--- src/rtl/multicycle_controller.sv ---
// ---------------------------------------------------------------------------
// multicycle_controller
//
// Main control unit of the multi-cycle RV32I core. A Moore FSM steps the
// shared datapath (PC, OldPC, IR, Data, A/B, ALUOut) and the single ALU /
// memory port through one phase per clock. The block also contains the
// immediate-type decoder and the ALU decoder.
//
// Ports:
//   clk         in   clock, state advances on posedge
//   reset       in   asynchronous active-high reset, forces FETCH
//   op          in   IR[6:0] opcode
//   funct3      in   IR[14:12]
//   funct7b5    in   IR[30]
//   zero        in   ALU zero flag (combinational from the datapath)
//   pc_write    out  PC enable = pc_update | (branch & zero)
//   adr_src     out  memory address select: 0=PC, 1=Result
//   mem_write   out  memory write enable
//   ir_write    out  IR and OldPC enable
//   result_src  out  00=ALUOut, 01=Data, 10=ALUResult
//   alu_src_a   out  00=PC, 01=OldPC, 10=A
//   alu_src_b   out  00=B, 01=ImmExt, 10=constant 4
//   imm_src     out  00=I, 01=S, 10=B, 11=J (decoded from op only)
//   alu_control out  000 add, 001 sub, 010 and, 011 or, 101 slt
//   reg_write   out  register file write enable
// ---------------------------------------------------------------------------
module multicycle_controller (
  input  logic       clk,
  input  logic       reset,
  input  logic [6:0] op,
  input  logic [2:0] funct3,
  input  logic       funct7b5,
  input  logic       zero,
  output logic       pc_write,
  output logic       adr_src,
  output logic       mem_write,
  output logic       ir_write,
  output logic [1:0] result_src,
  output logic [1:0] alu_src_a,
  output logic [1:0] alu_src_b,
  output logic [1:0] imm_src,
  output logic [2:0] alu_control,
  output logic       reg_write
);

  localparam logic [6:0] OP_LW   = 7'b0000011;
  localparam logic [6:0] OP_SW   = 7'b0100011;
  localparam logic [6:0] OP_R    = 7'b0110011;
  localparam logic [6:0] OP_IALU = 7'b0010011;
  localparam logic [6:0] OP_BEQ  = 7'b1100011;
  localparam logic [6:0] OP_JAL  = 7'b1101111;

  typedef enum logic [3:0] {
    S_FETCH    = 4'd0,
    S_DECODE   = 4'd1,
    S_MEMADR   = 4'd2,
    S_MEMREAD  = 4'd3,
    S_MEMWB    = 4'd4,
    S_MEMWRITE = 4'd5,
    S_EXECR    = 4'd6,
    S_EXECI    = 4'd7,
    S_ALUWB    = 4'd8,
    S_JAL      = 4'd9,
    S_BEQ      = 4'd10
  } state_t;

  // Moore control word; every field is a function of the state alone.
  typedef struct packed {
    logic       adr_src;
    logic       mem_write;
    logic       ir_write;
    logic [1:0] result_src;
    logic [1:0] alu_src_a;
    logic [1:0] alu_src_b;
    logic [1:0] alu_op;
    logic       pc_update;
    logic       branch;
    logic       reg_write;
  } ctrl_t;

  // Control word for a given state. Encodings outside the enum give all zeros.
  function automatic ctrl_t moore_ctrl(input state_t s);
    ctrl_t c;
    c = ctrl_t'(14'd0);
    case (s)
      S_FETCH: begin
        c.adr_src    = 1'b0;
        c.ir_write   = 1'b1;
        c.alu_src_a  = 2'b00;
        c.alu_src_b  = 2'b10;
        c.alu_op     = 2'b00;
        c.result_src = 2'b10;
        c.pc_update  = 1'b1;
      end
      S_DECODE: begin
        // OldPC + ImmExt: branch target lands in ALUOut ahead of BEQ.
        c.alu_src_a = 2'b01;
        c.alu_src_b = 2'b01;
        c.alu_op    = 2'b00;
      end
      S_MEMADR: begin
        c.alu_src_a = 2'b10;
        c.alu_src_b = 2'b01;
        c.alu_op    = 2'b00;
      end
      S_MEMREAD: begin
        c.result_src = 2'b00;
        c.adr_src    = 1'b1;
      end
      S_MEMWB: begin
        c.result_src = 2'b01;
        c.reg_write  = 1'b1;
      end
      S_MEMWRITE: begin
        c.result_src = 2'b00;
        c.adr_src    = 1'b1;
        c.mem_write  = 1'b1;
      end
      S_EXECR: begin
        c.alu_src_a = 2'b10;
        c.alu_src_b = 2'b00;
        c.alu_op    = 2'b10;
      end
      S_EXECI: begin
        c.alu_src_a = 2'b10;
        c.alu_src_b = 2'b01;
        c.alu_op    = 2'b10;
      end
      S_ALUWB: begin
        c.result_src = 2'b00;
        c.reg_write  = 1'b1;
      end
      S_JAL: begin
        // OldPC + 4 is the link value; ALUOut (jump target) goes to PC.
        c.alu_src_a  = 2'b01;
        c.alu_src_b  = 2'b10;
        c.alu_op     = 2'b00;
        c.result_src = 2'b00;
        c.pc_update  = 1'b1;
      end
      S_BEQ: begin
        c.alu_src_a  = 2'b10;
        c.alu_src_b  = 2'b00;
        c.alu_op     = 2'b01;
        c.result_src = 2'b00;
        c.branch     = 1'b1;
      end
      default: begin
        c = ctrl_t'(14'd0);
      end
    endcase
    return c;
  endfunction

  state_t state_q;
  state_t state_d;
  ctrl_t  ctrl_q;
  logic [2:0] alu_ctl_s;
  logic [1:0] imm_src_s;

  // Next-state logic.
  always_comb begin
    state_d = S_FETCH;
    case (state_q)
      S_FETCH: begin
        state_d = S_DECODE;
      end
      S_DECODE: begin
        case (op)
          OP_LW:   state_d = S_MEMADR;
          OP_SW:   state_d = S_MEMADR;
          OP_R:    state_d = S_EXECR;
          OP_IALU: state_d = S_EXECI;
          OP_JAL:  state_d = S_JAL;
          OP_BEQ:  state_d = S_BEQ;
          default: state_d = S_FETCH;  // unsupported opcode behaves as a NOP
        endcase
      end
      S_MEMADR: begin
        if (op == OP_LW) begin
          state_d = S_MEMREAD;
        end else begin
          state_d = S_MEMWRITE;
        end
      end
      S_MEMREAD:  state_d = S_MEMWB;
      S_MEMWB:    state_d = S_FETCH;
      S_MEMWRITE: state_d = S_FETCH;
      S_EXECR:    state_d = S_ALUWB;
      S_EXECI:    state_d = S_ALUWB;
      S_ALUWB:    state_d = S_FETCH;
      S_JAL:      state_d = S_ALUWB;
      S_BEQ:      state_d = S_FETCH;
      default:    state_d = S_FETCH;
    endcase
  end

  // State register plus the control word registered from the next state,
  // so outputs are flop-driven yet still match the current state.
  always_ff @(posedge clk or posedge reset) begin
    if (reset) begin
      state_q <= S_FETCH;
      ctrl_q  <= moore_ctrl(S_FETCH);
    end else begin
      state_q <= state_d;
      ctrl_q  <= moore_ctrl(state_d);
    end
  end

  // ALU decoder: alu_op from the state, refined by funct bits for ALU ops.
  always_comb begin
    alu_ctl_s = 3'b000;
    case (ctrl_q.alu_op)
      2'b00: alu_ctl_s = 3'b000;
      2'b01: alu_ctl_s = 3'b001;
      2'b10: begin
        case (funct3)
          3'b000: begin
            // op[5] separates R-type from I-ALU; only R-type can subtract.
            if (op[5] & funct7b5) begin
              alu_ctl_s = 3'b001;
            end else begin
              alu_ctl_s = 3'b000;
            end
          end
          3'b010:  alu_ctl_s = 3'b101;
          3'b110:  alu_ctl_s = 3'b011;
          3'b111:  alu_ctl_s = 3'b010;
          default: alu_ctl_s = 3'b000;
        endcase
      end
      default: alu_ctl_s = 3'b000;
    endcase
  end

  // Immediate-type decoder, driven from the opcode only.
  always_comb begin
    imm_src_s = 2'b00;
    case (op)
      OP_LW:   imm_src_s = 2'b00;
      OP_IALU: imm_src_s = 2'b00;
      OP_SW:   imm_src_s = 2'b01;
      OP_BEQ:  imm_src_s = 2'b10;
      OP_JAL:  imm_src_s = 2'b11;
      default: imm_src_s = 2'b00;
    endcase
  end

  // zero is sampled combinationally so BEQ resolves in its own cycle.
  assign pc_write    = ctrl_q.pc_update | (ctrl_q.branch & zero);
  assign adr_src     = ctrl_q.adr_src;
  assign mem_write   = ctrl_q.mem_write;
  assign ir_write    = ctrl_q.ir_write;
  assign result_src  = ctrl_q.result_src;
  assign alu_src_a   = ctrl_q.alu_src_a;
  assign alu_src_b   = ctrl_q.alu_src_b;
  assign imm_src     = imm_src_s;
  assign alu_control = alu_ctl_s;
  assign reg_write   = ctrl_q.reg_write;

endmodule

--- config.mk ---
export PLATFORM = sky130hd
export DESIGN_NAME = multicycle_controller
export DESIGN_NICKNAME = d
export VERILOG_FILES = /design/src/rtl/multicycle_controller.sv
export SDC_FILE = /design/constraint.sdc
export NUM_CORES = 1
export LEC_CHECK = 0
export CORE_AREA = 4 4 51 53
export DETAILED_ROUTE_END_ITERATION = 10
export DIE_AREA = 0 0 55 57
export PLACE_DENSITY = 0.71
export SLEW_MARGIN = 40
export SYNTH_ARGS = -nofsm -noshare
export SYNTH_HDL_FRONTEND = slang
export SYNTH_SLANG_ARGS = --single-unit
--- constraint.sdc ---
create_clock -name clk -period 2.1 [get_ports clk]
set_clock_uncertainty 0.2 [all_clocks]
set_input_delay 0.21 -clock clk [delete_from_list [all_inputs] [get_ports clk]]
set_output_delay 0.21 -clock clk [all_outputs]
set_load 0.03 [all_outputs]
==> run summary, run 1 <==
The worst setup path is captured at a flop. Setup repair after global routing could not meet its margin everywhere. The power per unit of standard cell area is 827 nW/µm².

Port buffering added 29 buffers. For this run, the top clock speed supported by timing is 0.481 GHz. For the largest voltage drop on the vdd net, the log shows 470 µV. The area of placed instances was 1280 µm²; the global route total overflow was 0. Once layout is done, the placed cells without fillers occupy 1330 µm².

In this run the tightest slew margin relative to its limit is 61.5%. Of the total power, the clock network draws 14.8%. Detailed placement ended at an HPWL of 1510 µm.

Number of nets at the end of the flow: 153. The signal on the critical path passes through clkdlybuf4s50_1, nand4bb_4, o41ai_2, o2bb2a_2, or4b_4, o32ai_1. The finished layout holds 164 standard cells, fillers aside.

The tools report the number of standard-cell rows in the floorplan as 17. The part of the total power dissipated in combinational logic is 45.3%, and the critical-path maximum fanout is 4. The run gives 18 as the pin count of the biggest net entering global routing. Summing the sequential cell areas from Yosys gives 47.3% of the chip area.

The synthesized netlist devotes 13.1% of its cell area to compound gates. In the final layout, the share of cells above drive strength 1 is 25.0%. The worst path needs 2.08 ns of the cycle, external delays included.

The width of the die is 55 µm, and the number of DRC violations after detailed-routing iteration 0 is 13. The number of synthesized register bits works out to 17. The routed wire length per instance was 12.1 µm; the count of buffers added by post-CTS timing repair for setup was 0. Multiplexer cells account for 0% of the synthesized area. The run gives 1 as the level count of the clock H-tree.

The register clock-pin slew on the reported worst setup and hold paths works out to 0.09 ns. The routability-driven placement congestion ratio was 0.793; the largest stage delay on the critical path was 0.51 ns. STA puts the critical path data arrival time at 2.06 ns. The run gives 395 µW as the switching component of the power. The worst setup path is launched from an input port. The total of warnings raised by yosys was 0.

The count of final max-slew check failures was 0. The number of antenna diodes in the final layout is 0. The logs give 17 for the TritonCTS sink count and 0 for the final setup violation count. The cell area that synthesis handed to floorplanning was 907 µm².

Per report_power, the sequential group accounts for 39.8% of the total. The met3 routing resource usage after global routing was 2.35%; the setup slack of the most critical reg-to-reg path was 0.11 ns. Dividing the final minimum period by the clock period gives 99.0%. The clock latency on the worst-skew pair came out at 0.28 ns. The path type of the worst min-delay path is in -> async.

After Yosys synthesis, and, or, nand and nor cells account for 25.5% of the synthesized area. The die outline height came out at 57 µm. The cell sitting at the root of the clock tree is a clkbuf_4.

The XOR/XNOR share of the synthesized area works out to 0.966%. The relative area change from synthesis to final layout is 47.0%. The layer flagged by global routing as most heavily used is met2. The logs give 2 for the buffer depth of the longest clock path and 0 for the number of antenna violations at the first check in global routing.

For the worst setup path, the data required time is 2.08 ns. TritonCTS built the clock tree. The flow ran to the end, and the final reports show no timing, DRC or antenna violations.

The kind of cell adding the most delay to the critical path was simple AND/OR/NAND/NOR gates. The number of failing hold endpoints at the final stage was 0. The number of primary I/O pins is 30, and the vias after detailed routing is 807. The logs give 20.4% for the met2 routing resource usage after global routing and 42.2% for the initial cell density of the core. The core region is 2150 µm².

The floorplan step defined a die boundary enclosing 3140 µm². Synthesis instantiated 32 different standard cells from the library. In the final timing run, aggregate negative setup slack is 0 ns. The combined global-route utilization of all metal layers was 12.6%; the area share of fa/ha/maj cells after synthesis was 2.76%. The global routing met1 resource utilization was 16.0%.

The CTS buffer count is 3, and the number of max-cap violations is 0. Summed over all cells, the static leakage comes to 0.634 nW. The average footprint of a synthesized cell is 9.55 µm². The count of nets left with antenna violations once routing finished came out at 0.

The detailed-route DRC error count came out at 0. The first global-routing pass estimated 2960 µm of wire. The number of iterations in the first detailed-routing pass was 4; the switching power as a share of total power was 35.8%.

Synthesis handed over a netlist of 95 instances. The type of the setup path with the least slack is in -> reg. The via density per instance is 4.92. The number of fill cells came out at 193.

The tools report the placed cell count as 160. On the critical path, the stage with the largest delay is an instance of or4b_4. The combined buffer and inverter count along the critical path is 1, and the synthesized netlist net count is 111.

The tools report the quantity of hold-fixing buffers added after cts as 0. The via count of the first global-routing pass was 700; the total wirelength of the detailed-routed design was 1980 µm. Cell internal power was estimated by the tool at 708 µW. The slew at the pin closest to its max-slew limit is 0.577 ns. By area, the combinational part of the netlist is dominated by simple AND/OR/NAND/NOR gates.
[flip-flops by register name, summed over array words and instances (netlist names)]
register and flops:
ctrl_q 4, state_q 4, alu_src_a 2, alu_src_b 2, adr_src 1, ir_write 1
mem_write 1, reg_write 1, result_src 1
[layout by cell type (no fill, tap or decap), drive strengths merged]
| cell type | instances |
|---|---|
| nand2 | 7 |
| a21boi | 1 |
| a31oi | 1 |
| nor3 | 7 |
| nor4 | 4 |
| o21a | 1 |
| dfstp | 3 |
| xor2 | 1 |
| a21oi | 5 |
| or3 | 1 |
| or4b | 1 |
| dlymetal6s2s | 2 |
| o41ai | 1 |
| ha | 2 |
| and3 | 2 |
| clkdlybuf4s50 | 22 |
| nor3b | 2 |
| clkinv | 1 |
| o31ai | 1 |
| o21ai | 4 |
| nor2b | 1 |
| a22o | 1 |
| nand3 | 1 |
| and2 | 1 |
| o2bb2a | 1 |
| o32ai | 1 |
| clkbuf | 4 |
| nand4bb | 1 |
| buf | 18 |
| or2 | 1 |
| a21o | 1 |
| nand4b | 1 |
| nor2 | 8 |
| inv | 11 |
| dlygate4sd2 | 1 |
| nand2b | 1 |
| dfrtp | 14 |
[per-layer routing]
metal	share of wire [%]	vias to the layer above
met2	50	30
li1	-	407
met4	0	0
met1	43	370
met5	0	-
met3	7.2	0
[cell usage after synthesis]
| cell type | instances | area, µm² |
|---|---|---|
| a22o_1 | 1 | 8.76 |
| nor2b_1 | 1 | 6.26 |
| buf_4 | 7 | 52.6 |
| nor4_1 | 4 | 25.0 |
| o41ai_1 | 1 | 8.76 |
| o2bb2a_2 | 1 | 11.3 |
| o21ai_0 | 4 | 20.0 |
| and2_1 | 1 | 6.26 |
| or3_2 | 1 | 7.51 |
| nor2_1 | 8 | 30.0 |
| and3_1 | 2 | 12.5 |
| nor3b_1 | 2 | 15.0 |
| o32ai_1 | 1 | 8.76 |
| o21a_1 | 1 | 7.51 |
| nand4bb_4 | 1 | 27.5 |
| xor2_1 | 1 | 8.76 |
| nand4b_1 | 1 | 8.76 |
| o31ai_1 | 1 | 7.51 |
| a31oi_1 | 1 | 6.26 |
| a21boi_0 | 1 | 7.51 |
| nand2b_1 | 1 | 6.26 |
| or4b_4 | 1 | 13.8 |
| dfrtp_1 | 14 | 350 |
| or2_1 | 1 | 6.26 |
| nand2_1 | 7 | 26.3 |
| inv_1 | 11 | 41.3 |
| a21o_1 | 1 | 7.51 |
| dfstp_2 | 3 | 78.8 |
| ha_1 | 2 | 25.0 |
| nand3_1 | 1 | 5.00 |
| a21oi_1 | 5 | 25.0 |
| nor3_1 | 7 | 35.0 |
[kinds of logic (layout without fill, tap and decap cells)]
group,count (synthesis),after routing
AOI/OAI and AO/OA,18,18
xor gates and xnor gates,1,1
adders and majority gates,2,2
buffers and inverters,18,59
DFF,17,17
and+or+nand+nor,39,39
[path summary, 6_finish.rpt]
check,from,end,depth (start not counted)
worst max-delay path,op[3],alu_src_b[0],6
worst min-delay path,reset,result_src[0],2
worst max register to register,state_q[2],alu_src_b[0],5
worst min register to register,state_q[3],reg_write,1
max in group asynchronous,reset,alu_src_b[1],2
min in group clk,op[5],alu_src_a[1],3
[cell type report]
| cell class | instances | area, µm² | share of cell area [%] |
|---|---|---|---|
| well taps | 28 | 35.0 | 2.63 |
| flip-flops and latches | 17 | 429 | 32.2 |
| clock buffers | 3 | 22.5 | 1.69 |
| clock inverters | 1 | 5.00 | 0.375 |
| inverters | 11 | 41.3 | 3.10 |
| repair buffers | 44 | 394 | 29.5 |
| multi-input cells | 60 | 407 | 30.5 |
[metrics by stage]
stage	power (mW)	hold slack [ns]	setup slack [ns]	util [%]
CTS	1.10	0.0970	0.0329	61.0
global route	1.17	0.144	-0.0774	62.1
global placement	0.933	0.346	-0.218	59.8
finish	1.10	0.0767	0.0203	62.1
detailed placement	0.939	0.344	-0.233	59.8
floorplan	0.782	-0.0661	0.0537	-
[repair_timing]
item                       4_1_cts  5_1_grt
setup endpoints to repair        2        8
gates cloned                     0        0
gates resized for setup          2        9
[power by group through the flow]
stage	sequential (mW)	combinational (mW)	clock [mW]
6_report	0.439	0.500	0.164
4_1_cts	0.439	0.497	0.164
2_1_floorplan	0.470	0.312	0
5_1_grt	0.450	0.539	0.183
3_5_place_dp	0.445	0.494	0
3_3_place_gp	0.444	0.490	0
Note: power is estimated with default switching activity, not from simulation.
==> run 2, diff against run 1 <==
--- a/config.mk
+++ b/config.mk
@@ -5,9 +5,9 @@
 export SDC_FILE = /design/constraint.sdc
 export NUM_CORES = 1
 export LEC_CHECK = 0
-export CORE_AREA = 4 4 51 53
+export CORE_AREA = 2 2 49 51
 export DETAILED_ROUTE_END_ITERATION = 10
-export DIE_AREA = 0 0 55 57
+export DIE_AREA = 0 0 51 53
 export PLACE_DENSITY = 0.71
 export SLEW_MARGIN = 40
 export SYNTH_ARGS = -nofsm -noshare
==> run 2 against run 1 <==
Compared with the run above: maximum frequency fell by 0.45%; sequential share of layout area increased by 0.49 points; cell count down 0.61%; via count is 4.0% higher; sequential power grew 2%; worst setup slack worse by 0.0093 ns; combinational power fell by 4.4%; critical endpoint unchanged; largest cell class unchanged; largest power group unchanged.
==> run summary, run 2 (same netlist as run 1, synthesis figures left out) <==
The largest registers in the layout are ctrl_q: 4 flops, state_q: 4 flops. For the number of iterations in the first detailed-routing pass, the log shows 4 (unchanged). STA classifies the critical path startpoint as an input port.

The worst setup path is captured at a flop. Number of max-cap violations: 0 (unchanged). The sequential standard cell area came out at 429 µm² (unchanged).

The required arrival time at the worst endpoint was 2.07 ns (about the same); the final critical path time including I/O delays and setup was 2.09 ns (+0.00934 ns). The width of the die is 51 µm (-7.3%), and the global route total overflow is 0 (unchanged). The worst register-to-register path begins at state_q[0]. The worst register-to-register path ends at alu_src_b[0]. The largest individual stage delay along the critical path comes from the cell clkdlybuf4s50_1. The setup slack of the most critical reg-to-reg path was 0.08 ns (-0.03 ns); the vias after detailed routing was 839 (+4.0%).

The critical path goes through clkdlybuf4s50_1, nand4bb_4, o41ai_1, o2bb2a_2, or4b_4, o32ai_1. The worst reg2reg path depth works out to 4 (-1). The run gives 0.479 GHz (-0.45%) as the upper clock frequency limit.

The layer flagged by global routing as most heavily used is met2. The register clock-pin slew on the reported worst setup and hold paths is 0.09 ns (about the same). The global routing met1 resource utilization was 20.0% (+3.9 points); the clock latency on the worst-skew pair was 0.28 ns (about the same). The tools report the final setup violation count as 0 (unchanged).

The tools report the worst slew margin relative to its limit as 61.4% (about the same). The logs give 774 (+11%) for the via count of the first global-routing pass and 0 (unchanged) for the count of nets left with antenna violations after detail routing. For the placed cell count, the log shows 159 (-0.63%). The critical-path maximum fanout was 4 (unchanged); the total leakage power was 0.633 nW (-0.14%). The level count of the clock H-tree was 1 (unchanged); the standard cell core area was 2150 µm² (unchanged). The die outline height works out to 53 µm (-7.0%). Clock tree synthesis selected as its root buffer the cell clkbuf_4. The number of nets at the end of the flow is 152 (-0.65%).

Setup repair after global routing could not meet its margin everywhere. The type of the setup path with the least slack is in -> reg. For the multi-input gate area in the final layout, the log shows 392 µm² (-3.7%). The run gives 0 (unchanged) as the number of failing hold endpoints at the final stage. The largest stage delay on the critical path is 0.56 ns (+0.05 ns).

The run gives 187 (-3.1%) as the number of fill cells. Buffer depth of the longest clock path: 2 (unchanged). The tools report the half-perimeter wire length after placement as 1600 µm (+6.4%).

The run gives 0 ns (unchanged) as the final setup TNS. The arrival time of the worst setup path is 2.06 ns (about the same), and the number of antenna diodes is 0 (unchanged). The met2 routing resource usage after global routing is 30.7% (+10 points). The met3 routing resource usage after global routing was 1.69% (-0.65 points). The logs give 17 (unchanged) for the TritonCTS sink count and 3 (unchanged) for the CTS buffer count.

Slew at the pin closest to its max-slew limit: 0.578 ns (+0.000802 ns). For the largest voltage drop on the vdd net, the log shows 581 µV (+24%). The flow ran to the end, and the final reports show no timing, DRC or antenna violations.

The first-pass GRT wire length was 3370 µm (+14%); the detailed-route DRC error count was 0 (unchanged). The tools report the total wirelength of the detailed-routed design as 2040 µm (+3.2%). The tools report the number of antenna violations at the first check in global routing as 0 (unchanged). Path type of the worst min-delay path: in -> async.

The logs give 42.2% (unchanged) for the initial cell density of the core and 163 (-0.61%) for the final non-filler cell total. The library cell used most frequently in the layout, excluding fill and tap cells, is clkdlybuf4s50_1. The number of standard-cell rows in the floorplan came out at 17 (unchanged). The power per unit of standard cell area came out at 829 nW/µm² (+0.28%). In the layout the commonest cells are clkdlybuf4s50_1, buf_4, dfrtp_1. The share of layout cells above drive strength 1 was 22.2% (-2.8 points); the routability-driven placement congestion ratio was 0.753 (-5.0%). The tools report the number of primary I/O pins as 30 (unchanged). The via density per instance is 5.15 (+4.6%).

The run gives 17.1% (+4.5 points) as the combined global-route utilization of all metal layers. The count of buffers added by post-CTS timing repair for setup is 0 (unchanged), and the quantity of hold-fixing buffers added after cts is 0 (unchanged). From synthesis to final layout, the design area changed by 44.8%.

For the pin count of the biggest net entering global routing, the log shows 18 (unchanged). The port buffer count came out at 29 (unchanged). For the overall die area, the log shows 2700 µm² (-14%).

The number of DRC violations after detailed-routing iteration 0 was 23 (+10); the post-route fraction of the period consumed by the critical path was 99.5% (+0.44 points). TritonCTS built the clock tree. The count of final max-slew check failures came out at 0 (unchanged). The routed wire length per instance works out to 12.5 µm (+3.8%).
[run 2: report_power, final]
part | internal, mW | total (mW) | leakage, nW | switching [mW]
Clock | 0.0706 | 0.163 | 0.0177 | 0.0923
Sequential | 0.411 | 0.448 | 0.220 | 0.0372
Combinational | 0.214 | 0.478 | 0.395 | 0.264
[run 2: what timing repair did]
item                                    in CTS  in global routing
endpoints found under the setup margin       2                  9
pin swaps                                    0                  1
gates resized for setup                      2                  8
[run 2: cell type report]
type	count	area share (%)
well taps	28	2.67
clock inverters	1	0.381
multi-input cells	60	29.8
repair buffers	43	29.6
inverters	11	3.14
clock buffers	3	1.71
flip-flops and latches	17	32.7
[run 2: critical path, delay by kind of cell]
| family | cells | cell delay (ns) |
|---|---|---|
| AO/OA/AOI/OAI | 3 | 0.66 |
| AND/OR/NAND/NOR | 2 | 0.63 |
| buffers and inverters | 1 | 0.56 |
[run 2: metal layers]
layer	routed length [µm]	vias to the layer above
met2	1060	32
met1	843	396
met3	103	4
met5	0	-
li1	-	407
met4	31	0
[run 2: worst max-delay path by stage]
stage | end | from | slack (ns)
floorplan | alu_control[2] | ctrl_q[3] | 0.05
global placement | alu_src_b[0] | op[3] | -0.22
detailed placement | alu_src_b[0] | op[3] | -0.26
CTS | alu_control[2] | ctrl_q[3] | 0.02
global route | alu_src_b[0] | op[3] | -0.04
finish | alu_src_b[0] | op[0] | 0.01
[run 2: through the flow]
step | power, mW | instance area (µm²) | utilization [%] | hold WS [ns] | setup WS [ns]
6_report | 1.09 | 1310 | 61.2 | 0.0851 | 0.0110
2_1_floorplan | 0.782 | 907 | - | -0.0661 | 0.0537
3_3_place_gp | 0.920 | 1280 | 59.5 | 0.344 | -0.222
4_1_cts | 1.10 | 1300 | 60.6 | 0.108 | 0.0219
3_5_place_dp | 0.933 | 1280 | 59.5 | 0.330 | -0.257
5_1_grt | 1.16 | 1310 | 61.2 | 0.147 | -0.0376
